[src/rtl/pipeline_ctrl.sv]
// Hazard and sequencing controller for a 5-stage IF/ID/EX/MEM/WB core.
// Ports:
//   clk, rst                    clock, synchronous active-high reset
//   rs1/rs2_raddr_id_i, *_used  ID source operands
//   jump_decision_id_i          JAL redirect from ID
//   regfile_waddr_ex_i, mem_*   EX destination / memory op kind
//   branch_taken_ex_i           branch/JALR taken in EX
//   dmem_req_mem_i, dmem_rvalid_i  MEM stage data access handshake
//   halt_req_i, resume_i        debug halt (level) / resume (pulse)
//   stall_*_o, clear_*_o        combinational per-stage hold / NOP insert
//   halted_o, mem_timeout_o     registered status
//   stall_cnt_o, flush_cnt_o    registered performance counters
module pipeline_ctrl #(
  parameter int unsigned MEM_TIMEOUT  = 16,
  parameter int unsigned DRAIN_CYCLES = 4,
  parameter int unsigned CNT_WIDTH    = 32
) (
  input  logic                 clk,
  input  logic                 rst,
  input  logic [4:0]           rs1_raddr_id_i,
  input  logic [4:0]           rs2_raddr_id_i,
  input  logic                 rs1_used_id_i,
  input  logic                 rs2_used_id_i,
  input  logic                 jump_decision_id_i,
  input  logic [4:0]           regfile_waddr_ex_i,
  input  logic                 mem_req_ex_i,
  input  logic                 mem_we_ex_i,
  input  logic                 branch_taken_ex_i,
  input  logic                 dmem_req_mem_i,
  input  logic                 dmem_rvalid_i,
  input  logic                 halt_req_i,
  input  logic                 resume_i,
  output logic                 stall_if_o,
  output logic                 stall_id_o,
  output logic                 stall_ex_o,
  output logic                 stall_mem_o,
  output logic                 clear_id_o,
  output logic                 clear_ex_o,
  output logic                 clear_wb_o,
  output logic                 halted_o,
  output logic                 mem_timeout_o,
  output logic [CNT_WIDTH-1:0] stall_cnt_o,
  output logic [CNT_WIDTH-1:0] flush_cnt_o
);

  localparam int unsigned DW = (DRAIN_CYCLES > 1) ? $clog2(DRAIN_CYCLES) : 1;
  localparam int unsigned TW = $clog2(MEM_TIMEOUT + 1);

  typedef enum logic [2:0] {RUN, MEM_WAIT, DRAIN, HALTED, ERROR} state_t;

  state_t        state, next_state;
  logic [DW-1:0] drain_cnt, drain_cnt_d;
  logic [TW-1:0] tmo_cnt, tmo_cnt_d;
  logic          drain_act, drain_act_d;
  logic          flush_inc;
  logic          load_use, mem_wait, in_drain, redirect;

  assign load_use = mem_req_ex_i & ~mem_we_ex_i & (regfile_waddr_ex_i != 5'd0) &
                    ((rs1_used_id_i & (rs1_raddr_id_i == regfile_waddr_ex_i)) |
                     (rs2_used_id_i & (rs2_raddr_id_i == regfile_waddr_ex_i)));
  assign mem_wait = dmem_req_mem_i & ~dmem_rvalid_i;

  // Next-state and per-stage control
  always_comb begin
    stall_if_o  = 1'b0;
    stall_id_o  = 1'b0;
    stall_ex_o  = 1'b0;
    stall_mem_o = 1'b0;
    clear_id_o  = 1'b0;
    clear_ex_o  = 1'b0;
    clear_wb_o  = 1'b0;
    next_state  = state;
    drain_cnt_d = drain_cnt;
    tmo_cnt_d   = '0;
    drain_act_d = drain_act;
    flush_inc   = 1'b0;
    // a MEM_WAIT entered from DRAIN keeps the drain alive across the wait
    in_drain    = (state == DRAIN) | ((state == MEM_WAIT) & drain_act);
    redirect    = branch_taken_ex_i | (jump_decision_id_i & ~load_use);

    if (rst) begin
      clear_id_o = 1'b1;
      clear_ex_o = 1'b1;
      clear_wb_o = 1'b1;
    end else begin
      case (state)
        ERROR: begin
          stall_if_o  = 1'b1;
          stall_id_o  = 1'b1;
          stall_ex_o  = 1'b1;
          stall_mem_o = 1'b1;
          clear_wb_o  = 1'b1;
          tmo_cnt_d   = tmo_cnt;
        end
        HALTED: begin
          stall_if_o  = 1'b1;
          stall_id_o  = 1'b1;
          clear_ex_o  = 1'b1;
          drain_act_d = 1'b0;
          if (resume_i) next_state = RUN;
        end
        default: begin
          if (mem_wait) begin
            // freeze everything up to MEM, bubble into WB; drain counter paused
            stall_if_o  = 1'b1;
            stall_id_o  = 1'b1;
            stall_ex_o  = 1'b1;
            stall_mem_o = 1'b1;
            clear_wb_o  = 1'b1;
            tmo_cnt_d   = tmo_cnt + TW'(1);
            next_state  = (tmo_cnt_d == TW'(MEM_TIMEOUT)) ? ERROR : MEM_WAIT;
          end else begin
            if (in_drain) begin
              stall_if_o = 1'b1;
              clear_id_o = 1'b1;
            end
            if (branch_taken_ex_i) begin
              stall_if_o = 1'b0;
              clear_id_o = 1'b1;
              clear_ex_o = 1'b1;
              flush_inc  = 1'b1;
            end else if (load_use) begin
              // ID must keep its instruction, so no ID clear even while draining
              stall_if_o = 1'b1;
              stall_id_o = 1'b1;
              clear_id_o = 1'b0;
              clear_ex_o = 1'b1;
            end else if (jump_decision_id_i) begin
              stall_if_o = 1'b0;
              clear_id_o = 1'b1;
              flush_inc  = 1'b1;
            end

            if (in_drain) begin
              if (redirect) begin
                drain_cnt_d = '0;
                next_state  = DRAIN;
                drain_act_d = 1'b1;
              end else if (drain_cnt == DW'(DRAIN_CYCLES - 1)) begin
                drain_cnt_d = '0;
                next_state  = HALTED;
                drain_act_d = 1'b0;
              end else begin
                drain_cnt_d = drain_cnt + DW'(1);
                next_state  = DRAIN;
                drain_act_d = 1'b1;
              end
            end else if (halt_req_i) begin
              drain_cnt_d = '0;
              next_state  = DRAIN;
              drain_act_d = 1'b1;
            end else begin
              next_state  = RUN;
              drain_act_d = 1'b0;
            end
          end
        end
      endcase
    end
  end

  // State, status and counters
  always_ff @(posedge clk) begin
    if (rst) begin
      state         <= RUN;
      drain_cnt     <= '0;
      tmo_cnt       <= '0;
      drain_act     <= 1'b0;
      halted_o      <= 1'b0;
      mem_timeout_o <= 1'b0;
      stall_cnt_o   <= '0;
      flush_cnt_o   <= '0;
    end else begin
      state         <= next_state;
      drain_cnt     <= drain_cnt_d;
      tmo_cnt       <= tmo_cnt_d;
      drain_act     <= drain_act_d;
      halted_o      <= (next_state == HALTED);
      mem_timeout_o <= mem_timeout_o | (next_state == ERROR);
      if (stall_if_o) stall_cnt_o <= stall_cnt_o + CNT_WIDTH'(1);
      if (flush_inc)  flush_cnt_o <= flush_cnt_o + CNT_WIDTH'(1);
    end
  end

endmodule
[config.mk]
export PLATFORM = sky130hd
export DESIGN_NAME = pipeline_ctrl
export DESIGN_NICKNAME = d
export VERILOG_FILES = /design/src/rtl/pipeline_ctrl.sv
export SDC_FILE = /design/constraint.sdc
export NUM_CORES = 1
export LEC_CHECK = 0
export ABC_AREA = 1
export BUFFER_PORTS_ARGS = -buffer_cell sky130_fd_sc_hd__buf_2
export CORE_ASPECT_RATIO = 1.4
export CORE_MARGIN = 4
export CORE_UTILIZATION = 60
export DETAILED_ROUTE_END_ITERATION = 7
export MAX_ROUTING_LAYER = met4
export PLACE_DENSITY = 0.95
export SYNTH_ARGS = -nofsm -noshare
export SYNTH_HDL_FRONTEND = slang
export SYNTH_SLANG_ARGS = --single-unit
export TNS_END_PERCENT = 1
[constraint.sdc]
create_clock -name clk -period 3.6 [get_ports clk]
set_clock_uncertainty 0.1 [all_clocks]
set_input_delay 0.54 -clock clk [delete_from_list [all_inputs] [get_ports clk]]
set_output_delay 0.54 -clock clk [all_outputs]
set_load 0.1 [all_outputs]
# After elaboration in Yosys (flattened, before gate mapping)
# Cells that the tools add are included.
# Widths: inputs -> output; s select.
# op_classes
add_sub_neg	4
eq_ne	11
n_mux	53
bitwise_logic	18
reduce_logical	5
# ops
cell	count
$add 32x1->32 const B	2
$mux 1	37
$mux 3	5
$eq 5x5->1	2
$mux 2	5
$pmux 5 s2	1
$eq 3x2->1 const B	3
$and 1x1->1	8
$eq 3x3->1 const B	2
$not 1->1	6
$pmux 1 s2	3
$pmux 3 s2	1
$add 5x1->5 const B	1
$eq 5x5->1 const B	1
$mux 5	1
$reduce_bool 5->1	1
$or 1x1->1	4
$eq 3x1->1 const B	1
$reduce_and 3->1	1
$add 2x1->2 const B	1
$eq 2x2->1 const B	1
$ne 2x1->1 const B	1
$reduce_and 2->1	1
$reduce_bool 2->1	1
$reduce_or 2->1	1
# totals
ff_bits	77
in_bits	27
output_inout_bits	73

# Depth between registers and ports, before layout
# Gate-level depths: netlist of run 1.
# depth
depth_word	14
mapped_depth	17
mapped_depth_nobuf	16

# Worst setup path after synthesis of run 1
# No wires, ideal clock.
# synth_path
path_type	input port to output port
startpoint	input dmem_req_mem_i
endpoint	output clear_ex_o
arrival_time_ns	3.367
required_time_ns	2.960
slack_ns	-0.407
path_stages	7
n_path_buf	0
path_cell_list	inv_1 > nor2_1 > nor2_4 > nor2_1 > inv_1 > nor2_1 > a41oi_1
# synth_between
elab_chain_len	4
# synth_rtl
element	line_no	rtl
from (decl)	29	input logic dmem_req_mem_i,
$and 1x1->1	61	assign mem_wait = dmem_req_mem_i & ~dmem_rvalid_i;
$mux 1	103	if (mem_wait) begin
$pmux 1 s2	86	case (state)
$mux 1	81	if (rst) begin
to (decl)	38	output logic clear_ex_o,
# No other way between the ends.

# Final worst setup path of run 1
# layout_path
startpoint	register state[1]
endpoint	output stall_if_o
# layout_between
elab_chain_len	10
elab_cells_between_ends	14
# layout_rtl
element	line_no	rtl
from (decl)	51	state_t state, next_state;
from (signal assigned)	174	state <= next_state;
$eq 3x1->1	78	in_drain = (state == DRAIN) | ((state == MEM_WAIT) & drain_act);
$and 1x1->1	78	
$or 1x1->1	78	
$mux 1	113	if (in_drain) begin
$mux 1	128	end else if (jump_decision_id_i) begin
$mux 1	122	end else if (load_use) begin
$mux 1	117	if (branch_taken_ex_i) begin
$mux 1	103	
$mux 1 (*)	86	
$mux 1 (*)	81	
to (decl)	33	output logic stall_if_o,
# Mark *: on every way between the ends. The rest lies on a longest branch, timed or not.

==> impl_results.md, run 1 <==
* Final GP Congestion at 0.981
* GR Overflow Total at 0
* Clock Tree Buf Depth at 2
* Crit path max-delay family: buffers and inverters
* Yosys reg bits at 77
* Max-cap violations at 0
* Diode count at 0
* Average wire per standard cell at 14.8 um
* Crit path from: state[1]
* Critical Path Fanout Max at 24
* Number of synthesized flops with an enable pin at 0
* R2R cell count at 7
* Number of global-route vias before repair at 4818
* Clock power frac at 37.5%
* Setup slack, reg-to-reg at 1.32 ns
* Sequential share of power at 45.6%
* Syn_area_per_cell at 6.69 sq um
* Hold endpoint: mem_timeout_o
* Area Growth Syn to Fin at 16.4%
* Ys async rst share at 0%
* Cts hold-fix bufs at 0
* Leakage power at 2.32 nW
* R2R Path Start: flush_cnt_o[0]
* Gr usage total at 28.9%
* Row count at 38
* Starting Density at 61.1%
* Io pins at 100
* Minimum clock period at 3.15 ns
* Clock network latency to the later pin of the worst-skew pair at 0.37 ns
* Layout cells sized above 1 at 21.4%
* Syn Inst Count at 704
* CTS tree: built
* Sw Ratio at 31.6%
* CP required at 2.96 ns
* Die extent in y at 113 um
* Synth Cell Area at 4710 sq um
* Vias/cell at 5.58
* Total CTS buffers at 9
* Int Power at 1.33 mW
* Worst path cell trace: nand2_1, nor2_2, nor2_4, inv_2, nor2_4, nand2_2, inv_4, nand2_8, nand2_4, inv_4, nand2_4, clkinv_4, buf_2
* Peak VDD IR at 0.000377 V
* DRT Pass-1 Iters at 5
* Die area at 9350 sq um
* Crit. End Element: output port
* Max-slew headroom at 58.0%
* Crit path buffers/inverters at 5
* Synth cell types at 44
* Initial antenna violation count at 0
* Syn Nets at 736
* Gate power share at 16.9%
* Commonest non-fill, non-tap cells in the layout: nand2_1, buf_2, nor2_1, dfxtp_1, inv_1
* Max incr delay on CP at 0.47 ns
* DRT antenna net count at 0
* Register area share after synthesis at 32.7%
* FF-to-FF End: flush_cnt_o[13]
* Final hold violations at 0
* Clock transition at path regs at 0.08 ns
* Launch point of the worst hold path: mem_timeout_o
* Vias at 5045
* Post-Route Setup TNS at 0 ns
* CP startpoint kind: flop
* Clock sink total at 77
* Most used flip-flop cell after synthesis: dfxtp_1
* Initial DRC count at 312
* Synth Warn # at 0
* PwrDens at 354 nW/um^2
* H-tree levels at 3
* Worst Path Arrival at 2.51 ns
* Type of the worst setup path: reg2out
* Die X at 82.9 um
* Hold depth at 2
* Worst Max-Slew Pin Slew at 0.630 ns
* DP HPWL at 10.2 mm
* Hold Crit Class: reg2reg
* Core outline area at 7700 sq um
* I/O Buffers at 99
* Fin cells at 904
* Switching power at 0.612 mW
* Fmax achieved at 317 MHz
* First-pass GRT wire length at 21.8 mm
* Hold Slack at 0.361 ns
* DRT Wirelength at 13.4 mm
* DRC at 0
* Post-CTS setup buffer count at 0
* Post-placement cell count at 888
* Most common cell after layout, fill and taps aside: nand2_1
* Root buffer cell: clkbuf_8
* Period utilisation layout at 87.5%
* Status: complete, no violations
* Pin count of the biggest net entering global routing at 53
* Unrepaired setup endpoints after global routing: no
* Nets at 831
* CP max-delay cell: buf_2
* Setup violators final at 0
* Final Max Tran Viols at 0
* Post-cts resize count at 0
## synth_stat cells (11+ instances only)
cell type	instances	share of area, %
a21oi_1	42	4.5
a21oi_2	14	2.6
dfxtp_1	77	33
inv_1	74	5.9
nand2_1	189	15
nand2_2	12	1.6
nand3_1	29	3.1
nand4_1	14	1.9
nor2_1	85	6.8
nor3_1	30	3.2
nor4_1	11	1.5
o21ai_0	15	1.6
xnor2_1	13	2.4
xor2_1	31	5.8
## cell families after synthesis
kind of cell | after synthesis | share of synthesized area (%)
buf+inv | 104 | 9.86
simple gates | 389 | 37.0
xor+xnor | 44 | 8.18
compound gates | 85 | 10.9
fa+ha+maj | 5 | 1.33
flops | 77 | 32.7
## state kept, by name, summed over array words and instances, names as in the netlist
name	cells
state	3
drain_cnt	2
tmo_cnt	5
mem_timeout_o	1
stall_cnt_o	32
drain_act	1
halted_o	1
flush_cnt_o	32
## worst register-to-register path, cell delays in order (launching register included)
cell and delay [ns]:
dfxtp_1 0.39, inv_1 0.10, nor3_1 0.52, nand3_1 0.34, nor2_4 0.30, nand3_1 0.14
o21ai_0 0.21, a21oi_1 0.07
## power groups by stage
| stage | Clock, mW | Sequential [mW] | Combinational [mW] |
|---|---|---|---|
| after CTS | 0.737 | 0.883 | 0.327 |
| after global placement | 0 | 0.902 | 0.316 |
| after detailed placement | 0 | 0.903 | 0.324 |
| after global routing | 0.772 | 0.886 | 0.346 |
| after floorplan | 0 | 0.995 | 0.163 |
| final | 0.728 | 0.884 | 0.328 |
## metal layers
metal | share of wire (%) | global-route usage, % | vias up
met5 | 0 | - | -
met4 | 4.2 | 16.0 | 0
met3 | 6.0 | 4.08 | 50
met2 | 53 | 52.3 | 222
met1 | 37 | 29.8 | 2324
li1 | - | - | 2449
## area by class of cell
cell class,count,area [sq um]
multi-input cells,523,2710
fillers,686,2220
flip-flops and latches,77,1540
repair buffers,101,556
inverters,87,339
clock buffers,10,128
well taps,100,125
clock inverters,6,87.6
## per-stage QoR
step,area (sq um),util (%),total power [mW],setup slack [ns]
after CTS,5480,71.2,1.95,0.436
final,5480,71.2,1.94,0.449
after global placement,5270,68.4,1.22,0.632
after global routing,5480,71.2,2.00,0.296
after floorplan,4710,-,1.16,0.00123
after detailed placement,5270,68.4,1.23,0.539
## worst max path at each step
stage / cells past startpoint / slack (ns) / end
4_1_cts: 13 / 0.44 / stall_if_o
5_1_grt: 13 / 0.30 / stall_if_o
2_1_floorplan: 4 / 0.001 / clear_ex_o
3_3_place_gp: 16 / 0.63 / stall_if_o
6_report: 13 / 0.45 / stall_if_o
3_5_place_dp: 16 / 0.54 / stall_if_o
Power figures use the tool's default switching activity.
==> run 2, diff against run 1 <==
--- a/config.mk
+++ b/config.mk
@@ -9,5 +9,5 @@
 export BUFFER_PORTS_ARGS = -buffer_cell sky130_fd_sc_hd__buf_2
 export CORE_ASPECT_RATIO = 1.4
-export CORE_MARGIN = 4
+export CORE_MARGIN = 1.5
 export CORE_UTILIZATION = 60
 export DETAILED_ROUTE_END_ITERATION = 7
--- a/constraint.sdc
+++ b/constraint.sdc
@@ -3,3 +3,3 @@
 set_input_delay 0.54 -clock clk [delete_from_list [all_inputs] [get_ports clk]]
 set_output_delay 0.54 -clock clk [all_outputs]
-set_load 0.1 [all_outputs]
+set_load 0.05 [all_outputs]
==> run 2 against run 1 <==
  * Non-clock buffer count unchanged
  * Die area decreased by 10%
  * Worst hold slack got worse by 0.0021 ns
  * Critical path depth increased by 1
  * Highest routed layer unchanged
==> impl_results.md, run 2 (synthesis gave the netlist of run 1 again) <==
* Status: complete, no violations (unchanged)
* Setup slack, reg-to-reg at 1.37 ns (was 1.32 ns)
* Crit. End Element: output port (unchanged)
* Fin cells at 902 (was 904)
* Clock Tree Buf Depth at 2 (unchanged)
* Sw Ratio at 29.6% (was 31.6%)
* Total CTS buffers at 9 (unchanged)
* Peak VDD IR at 0.000271 V (was 0.000377 V)
* Most common cell after layout, fill and taps aside: nand2_1 (unchanged)
* DP HPWL at 9.98 mm (was 10.2 mm)
* FF-to-FF End: flush_cnt_o[13] (unchanged)
* Switching power at 0.508 mW (was 0.612 mW)
* R2R Path Start: flush_cnt_o[0] (unchanged)
* Minimum clock period at 2.99 ns (was 3.15 ns)
* CTS tree: built (unchanged)
* Post-placement cell count at 888 (unchanged)
* Row count at 38 (unchanged)
* Max-slew headroom at 56.5% (was 58.0%)
* DRC at 0 (unchanged)
* H-tree levels at 3 (unchanged)
* Hold depth at 2 (unchanged)
* First-pass GRT wire length at 21.6 mm (was 21.8 mm)
* Fmax achieved at 335 MHz (was 317 MHz)
* Vias at 5051 (was 5045)
* Starting Density at 61.1% (unchanged)
* Layout cells sized above 1 at 21.1% (was 21.4%)
* Critical Path Fanout Max at 24 (unchanged)
* DRT antenna net count at 0 (unchanged)
* Setup violators final at 0 (unchanged)
* Sequential share of power at 51.5% (was 45.6%)
* DP Worst Slack at 0.709 ns (was 0.539 ns)
* Launch point of the worst hold path: mem_timeout_o (unchanged)
* CP startpoint kind: flop (unchanged)
* Fill cells at 656 (was 686)
* Final Max Tran Viols at 0 (unchanged)
* Area Growth Syn to Fin at 14.3% (was 16.4%)
* Cts hold-fix bufs at 0 (unchanged)
* CP required at 2.96 ns (about the same)
* Initial DRC count at 300 (was 312)
* Tot Pwr at 1.71 mW (was 1.94 mW)
* Period utilisation layout at 83.0% (was 87.5%)
* Die extent in y at 108 um (was 113 um)
* Io pins at 100 (unchanged)
* I/O Buffers at 99 (unchanged)
* Leakage power at 2.27 nW (was 2.32 nW)
* Core outline area at 7700 sq um (unchanged)
* Util after Layout at 69.9% (was 71.2%)
* Clock network latency to the later pin of the worst-skew pair at 0.36 ns (was 0.37 ns)
* R2R cell count at 7 (unchanged)
* Vias/cell at 5.60 (was 5.58)
* Clock power frac at 34.2% (was 37.5%)
* Worst Path Arrival at 2.35 ns (was 2.51 ns)
* Pin count of the biggest net entering global routing at 53 (unchanged)
* Final GP Congestion at 1.05 (was 0.981)
* Final hold violations at 0 (unchanged)
* Hold endpoint: mem_timeout_o (unchanged)
* GR Overflow Total at 0 (unchanged)
* Root buffer cell: clkbuf_8 (unchanged)
* Post-Route Setup TNS at 0 ns (unchanged)
* Die X at 77.9 um (was 82.9 um)
* DRT Pass-1 Iters at 5 (unchanged)
* Die area at 8400 sq um (was 9350 sq um)
* Largest regs: flush_cnt_o (32), stall_cnt_o (32), tmo_cnt (5) (unchanged)
* Worst Max-Slew Pin Slew at 0.647 ns (was 0.630 ns)
* Post-cts resize count at 0 (unchanged)
* Average wire per standard cell at 14.3 um (was 14.8 um)
* Number of global-route vias before repair at 4886 (was 4818)
* Post-CTS setup buffer count at 0 (unchanged)
* Gate power share at 14.3% (was 16.9%)
* DRT Wirelength at 12.9 mm (was 13.4 mm)
* Max-cap violations at 0 (unchanged)
* Clock sink total at 77 (unchanged)
* Unrepaired setup endpoints after global routing: no (unchanged)
* Clock transition at path regs at 0.07 ns (was 0.08 ns)
* Diode count at 0 (unchanged)
* Gr usage total at 33.3% (was 28.9%)
* Nets at 831 (unchanged)
* Crit path from: state[1] (unchanged)
* Type of the worst setup path: reg2out (unchanged)
* Int Power at 1.21 mW (was 1.33 mW)
* Hold Crit Class: reg2reg (unchanged)
* Initial antenna violation count at 0 (unchanged)
* Commonest non-fill, non-tap cells in the layout: nand2_1, buf_2, nor2_1, dfxtp_1, inv_1 (unchanged)
* PwrDens at 318 nW/um^2 (was 354 nW/um^2)
* Final worst slack at 0.611 ns (was 0.449 ns)
run 2: changes by cell type in the layout (fill, tap and decap cells not counted):
cell,change
nor2_2,-1
clkinv_4,-2
buf_2,+3
buf_12,-3
clkbuf_8,+2
bufinv_16,-2
nor2_1,+1
run 2: area by class of cell:
cell class / instances / area (sq um) / area share (%)
Multi-Input combinational cell: 523 / 2700 / 50.2
Sequential cell: 77 / 1540 / 28.6
Timing Repair Buffer: 101 / 510 / 9.48
Inverter: 87 / 339 / 6.30
Clock buffer: 12 / 155 / 2.88
Tap cell: 100 / 125 / 2.32
Clock inverter: 2 / 10.0 / 0.186
run 2: critical path, cell delays in order (launching register included):
cell,delay [ns]
dfxtp_1,0.38
nor2_1,0.07
inv_2,0.08
nor2_4,0.06
nor2_4,0.09
inv_2,0.05
nor2_4,0.13
nand2_2,0.08
inv_4,0.08
nand2_8,0.08
nand2_4,0.09
inv_4,0.04
nand2_4,0.22
clkinv_4,0.25
buf_2,0.28
run 2: worst max path at each step:
stage / end / cells after the start / slack (ns)
5_1_grt: stall_if_o / 14 / 0.44
3_5_place_dp: stall_if_o / 16 / 0.71
2_1_floorplan: clear_ex_o / 4 / 0.74
6_report: stall_if_o / 14 / 0.61
4_1_cts: stall_if_o / 14 / 0.60
3_3_place_gp: stall_if_o / 16 / 0.80
run 2: metal layers:
| layer | wire length, um | vias up | share of wire [%] | global-route usage (%) |
|---|---|---|---|---|
| met5 | 0 | - | 0 | - |
| met4 | 705 | 0 | 5.5 | 22.2 |
| met3 | 716 | 67 | 5.5 | 4.83 |
| met2 | 6740 | 227 | 52 | 58.2 |
| met1 | 4750 | 2309 | 37 | 34.4 |
| li1 | - | 2448 | - | - |
run 2: through the flow:
step                      cell area [sq um]  hold WS (ns)
final                                  5390         0.359
after global placement                 5220         0.343
after detailed placement               5220         0.351
after global routing                   5390         0.401
after floorplan                        4710         0.344
after CTS                              5390         0.362
run 2: power by group through the flow:
stage                     Clock [mW]  Combinational, mW  Sequential, mW
after CTS                      0.589              0.243           0.883
after global placement             0              0.236           0.902
after global routing           0.628              0.267           0.886
after detailed placement           0              0.243           0.903
after floorplan                    0              0.144           0.945
final                          0.586              0.245           0.884
==> run 3, diff against run 2 <==
Settings changed: CORE_UTILIZATION 60 to 55, PLACE_DENSITY 0.95 to 0.92.
Clock period 3.6 ns to 3.1 ns, I/O delays scaled along.
==> run 3 against run 2 <==
  * Worst hold slack worse by 0.059 ns
  * Register-to-register slack worse by 0.40 ns
  * Utilization is 2.5 points lower
  * Critical endpoint unchanged
  * Clock power is 96% higher
  * Final cell count is 0.55% higher
  * First-iteration DRC count is 9.0% lower
  * Via count is 1.9% lower
  * Flip-flop and latch count stayed put
  * Non-clock buffer count is 1 higher
  * Combinational power is 15% higher
  * Global-route usage is 3.5 points lower
==> impl_results.md, run 3 (synthesis gave the netlist of run 1 again) <==
* CP startpoint kind: flop (unchanged)
* Commonest non-fill, non-tap cells in the layout: nand2_1, buf_2, nor2_1, dfxtp_1, inv_1 (unchanged)
* R2R cell count at 7 (unchanged)
* Util after Layout at 67.4% (was 69.9%)
* Core outline area at 8250 sq um (was 7700 sq um)
* Layout cells sized above 1 at 21.4% (was 21.1%)
* Minimum clock period at 2.69 ns
* Final GP Congestion at 0.970 (was 1.05)
* Max incr delay on CP at 0.32 ns (was 0.38 ns)
* Critical Path Fanout Max at 23 (was 24)
* Peak VDD IR at 0.000338 V (was 0.000271 V)
* Vias/cell at 5.46 (was 5.60)
* Clock sink total at 77 (unchanged)
* Row count at 39 (was 38)
* Worst Max-Slew Pin Slew at 0.690 ns (was 0.647 ns)
* Initial DRC count at 273 (was 300)
* DRT Wirelength at 12.6 mm (was 12.9 mm)
* Period utilisation layout at 86.8%
* Type of the worst setup path: reg2out (unchanged)
* Unrepaired setup endpoints after global routing: no (unchanged)
* Hold depth at 2 (unchanged)
* Largest regs: flush_cnt_o (32), stall_cnt_o (32), tmo_cnt (5) (unchanged)
* Most common cell after layout, fill and taps aside: nand2_1 (unchanged)
* Total CTS buffers at 9 (unchanged)
* Final hold violations at 0 (unchanged)
* Worst Path Arrival at 2.13 ns (was 2.35 ns)
* Status: complete, no violations (unchanged)
* Clock Tree Buf Depth at 2 (unchanged)
* Hold Crit Class: in2reg (was reg2reg)
* Area Growth Syn to Fin at 18.0% (was 14.3%)
* Post-Route Setup TNS at 0 ns (unchanged)
* Diode count at 0 (unchanged)
* Clock network latency to the later pin of the worst-skew pair at 0.34 ns (was 0.36 ns)
* Die extent in y at 112 um (was 108 um)
* Gr usage total at 29.8% (was 33.3%)
* Vias at 4953 (was 5051)
* CTS tree: built (unchanged)
* Critical path depth in cells at 14 (unchanged)
* Average wire per standard cell at 13.9 um (was 14.3 um)
* Post-route cell area at 5560 sq um (was 5390 sq um)
* Dpl cell area at 5230 sq um (was 5220 sq um)
* Number of global-route vias before repair at 4697 (was 4886)
* Io pins at 100 (unchanged)
* H-tree levels at 3 (unchanged)
* Clock transition at path regs at 0.06 ns (was 0.07 ns)
* Setup violators final at 0 (unchanged)
* Final Max Tran Viols at 0 (unchanged)
* DP HPWL at 9.28 mm (was 9.98 mm)
* Die area at 9130 sq um (was 8400 sq um)
* DRT Pass-1 Iters at 5 (unchanged)
* Leakage power at 2.35 nW (was 2.27 nW)
* Crit. End Element: output port (unchanged)
* Worst path cell trace: nor2_1, inv_2, nor2_4, nor2_4, inv_2, nor2_4, nand2_2, inv_4, nand2_8, nand2_4, inv_4, nand2_4, clkinv_4, buf_2 (unchanged)
* DRT antenna net count at 0 (unchanged)
* First-pass GRT wire length at 21.0 mm (was 21.6 mm)
* Starting Density at 57.1% (was 61.1%)
* Hold Slack at 0.300 ns (was 0.359 ns)
* CP required at 2.53 ns (was 2.96 ns)
* Root buffer cell: clkbuf_16 (was clkbuf_8)
* Critical path's most frequent cell: nor2_4 (unchanged)
* Post-cts resize count at 0 (unchanged)
* Max-cap violations at 0 (unchanged)
* Crit path buffers/inverters at 6 (unchanged)
* PwrDens at 443 nW/um^2 (was 318 nW/um^2)
* DRC at 0 (unchanged)
* GR Overflow Total at 0 (unchanged)
* Cts hold-fix bufs at 0 (unchanged)
* Crit path max-delay family: buffers and inverters (was simple AND/OR/NAND/NOR gates)
* Nets at 832 (was 831)
* Pin count of the biggest net entering global routing at 57 (was 53)
* Fmax achieved at 371 MHz
* I/O Buffers at 99 (unchanged)
* Max-slew headroom at 54.0% (was 56.5%)
* CP max-delay cell: dfxtp_1 (unchanged)
* Post-CTS setup buffer count at 0 (unchanged)
* Die X at 81.2 um (was 77.9 um)
* Initial antenna violation count at 0 (unchanged)
## run 3: worst paths after layout
check                 startpoint         endpoint  slack (ns)
hold / removal               rst        drain_act        0.30
setup / recovery        state[0]       stall_if_o        0.41
hold reg to reg    mem_timeout_o    mem_timeout_o        0.36
setup reg to reg  flush_cnt_o[0]  flush_cnt_o[13]        0.97
## run 3: cell type report
class,instances,area [sq um]
Clock inverter,4,70.1
Tap cell,102,128
Sequential cell,77,1540
Clock buffer,12,256
Timing Repair Buffer,102,518
Fill cell,734,2690
Multi-Input combinational cell,523,2700
Inverter,87,339
## run 3: stage by stage
step / total power [mW] / setup slack (ns) / instances
after floorplan: 1.26 / 0.391 / 704
after global placement: 1.33 / 0.605 / 891
after detailed placement: 1.33 / 0.569 / 891
after CTS: 2.47 / 0.408 / 907
after global routing: 2.55 / 0.273 / 907
final: 2.46 / 0.408 / 907
## run 3: where the power goes
part / switching [mW] / internal, mW / leakage [nW]
sequential: 0.0198 / 1.01 / 0.622
clock: 0.406 / 0.746 / 0.163
combinational: 0.211 / 0.0711 / 1.57
total: 0.637 / 1.83 / 2.35
## run 3: routing by layer
metal	routed length, um	GRT usage (%)	part of all wire, %
met5	0	-	0
met4	495	14.7	3.9
met3	732	5.28	5.8
met2	6560	51.7	52
met1	4840	31.9	38
## run 3: worst reg2reg max path, cell delays in order, from the launching register on
cell     delay (ns)
dfxtp_1        0.37
inv_1          0.09
nor3_1         0.49
nand3_1        0.32
nor2_4         0.31
nand3_1        0.12
o21ai_0        0.17
a21oi_1        0.06
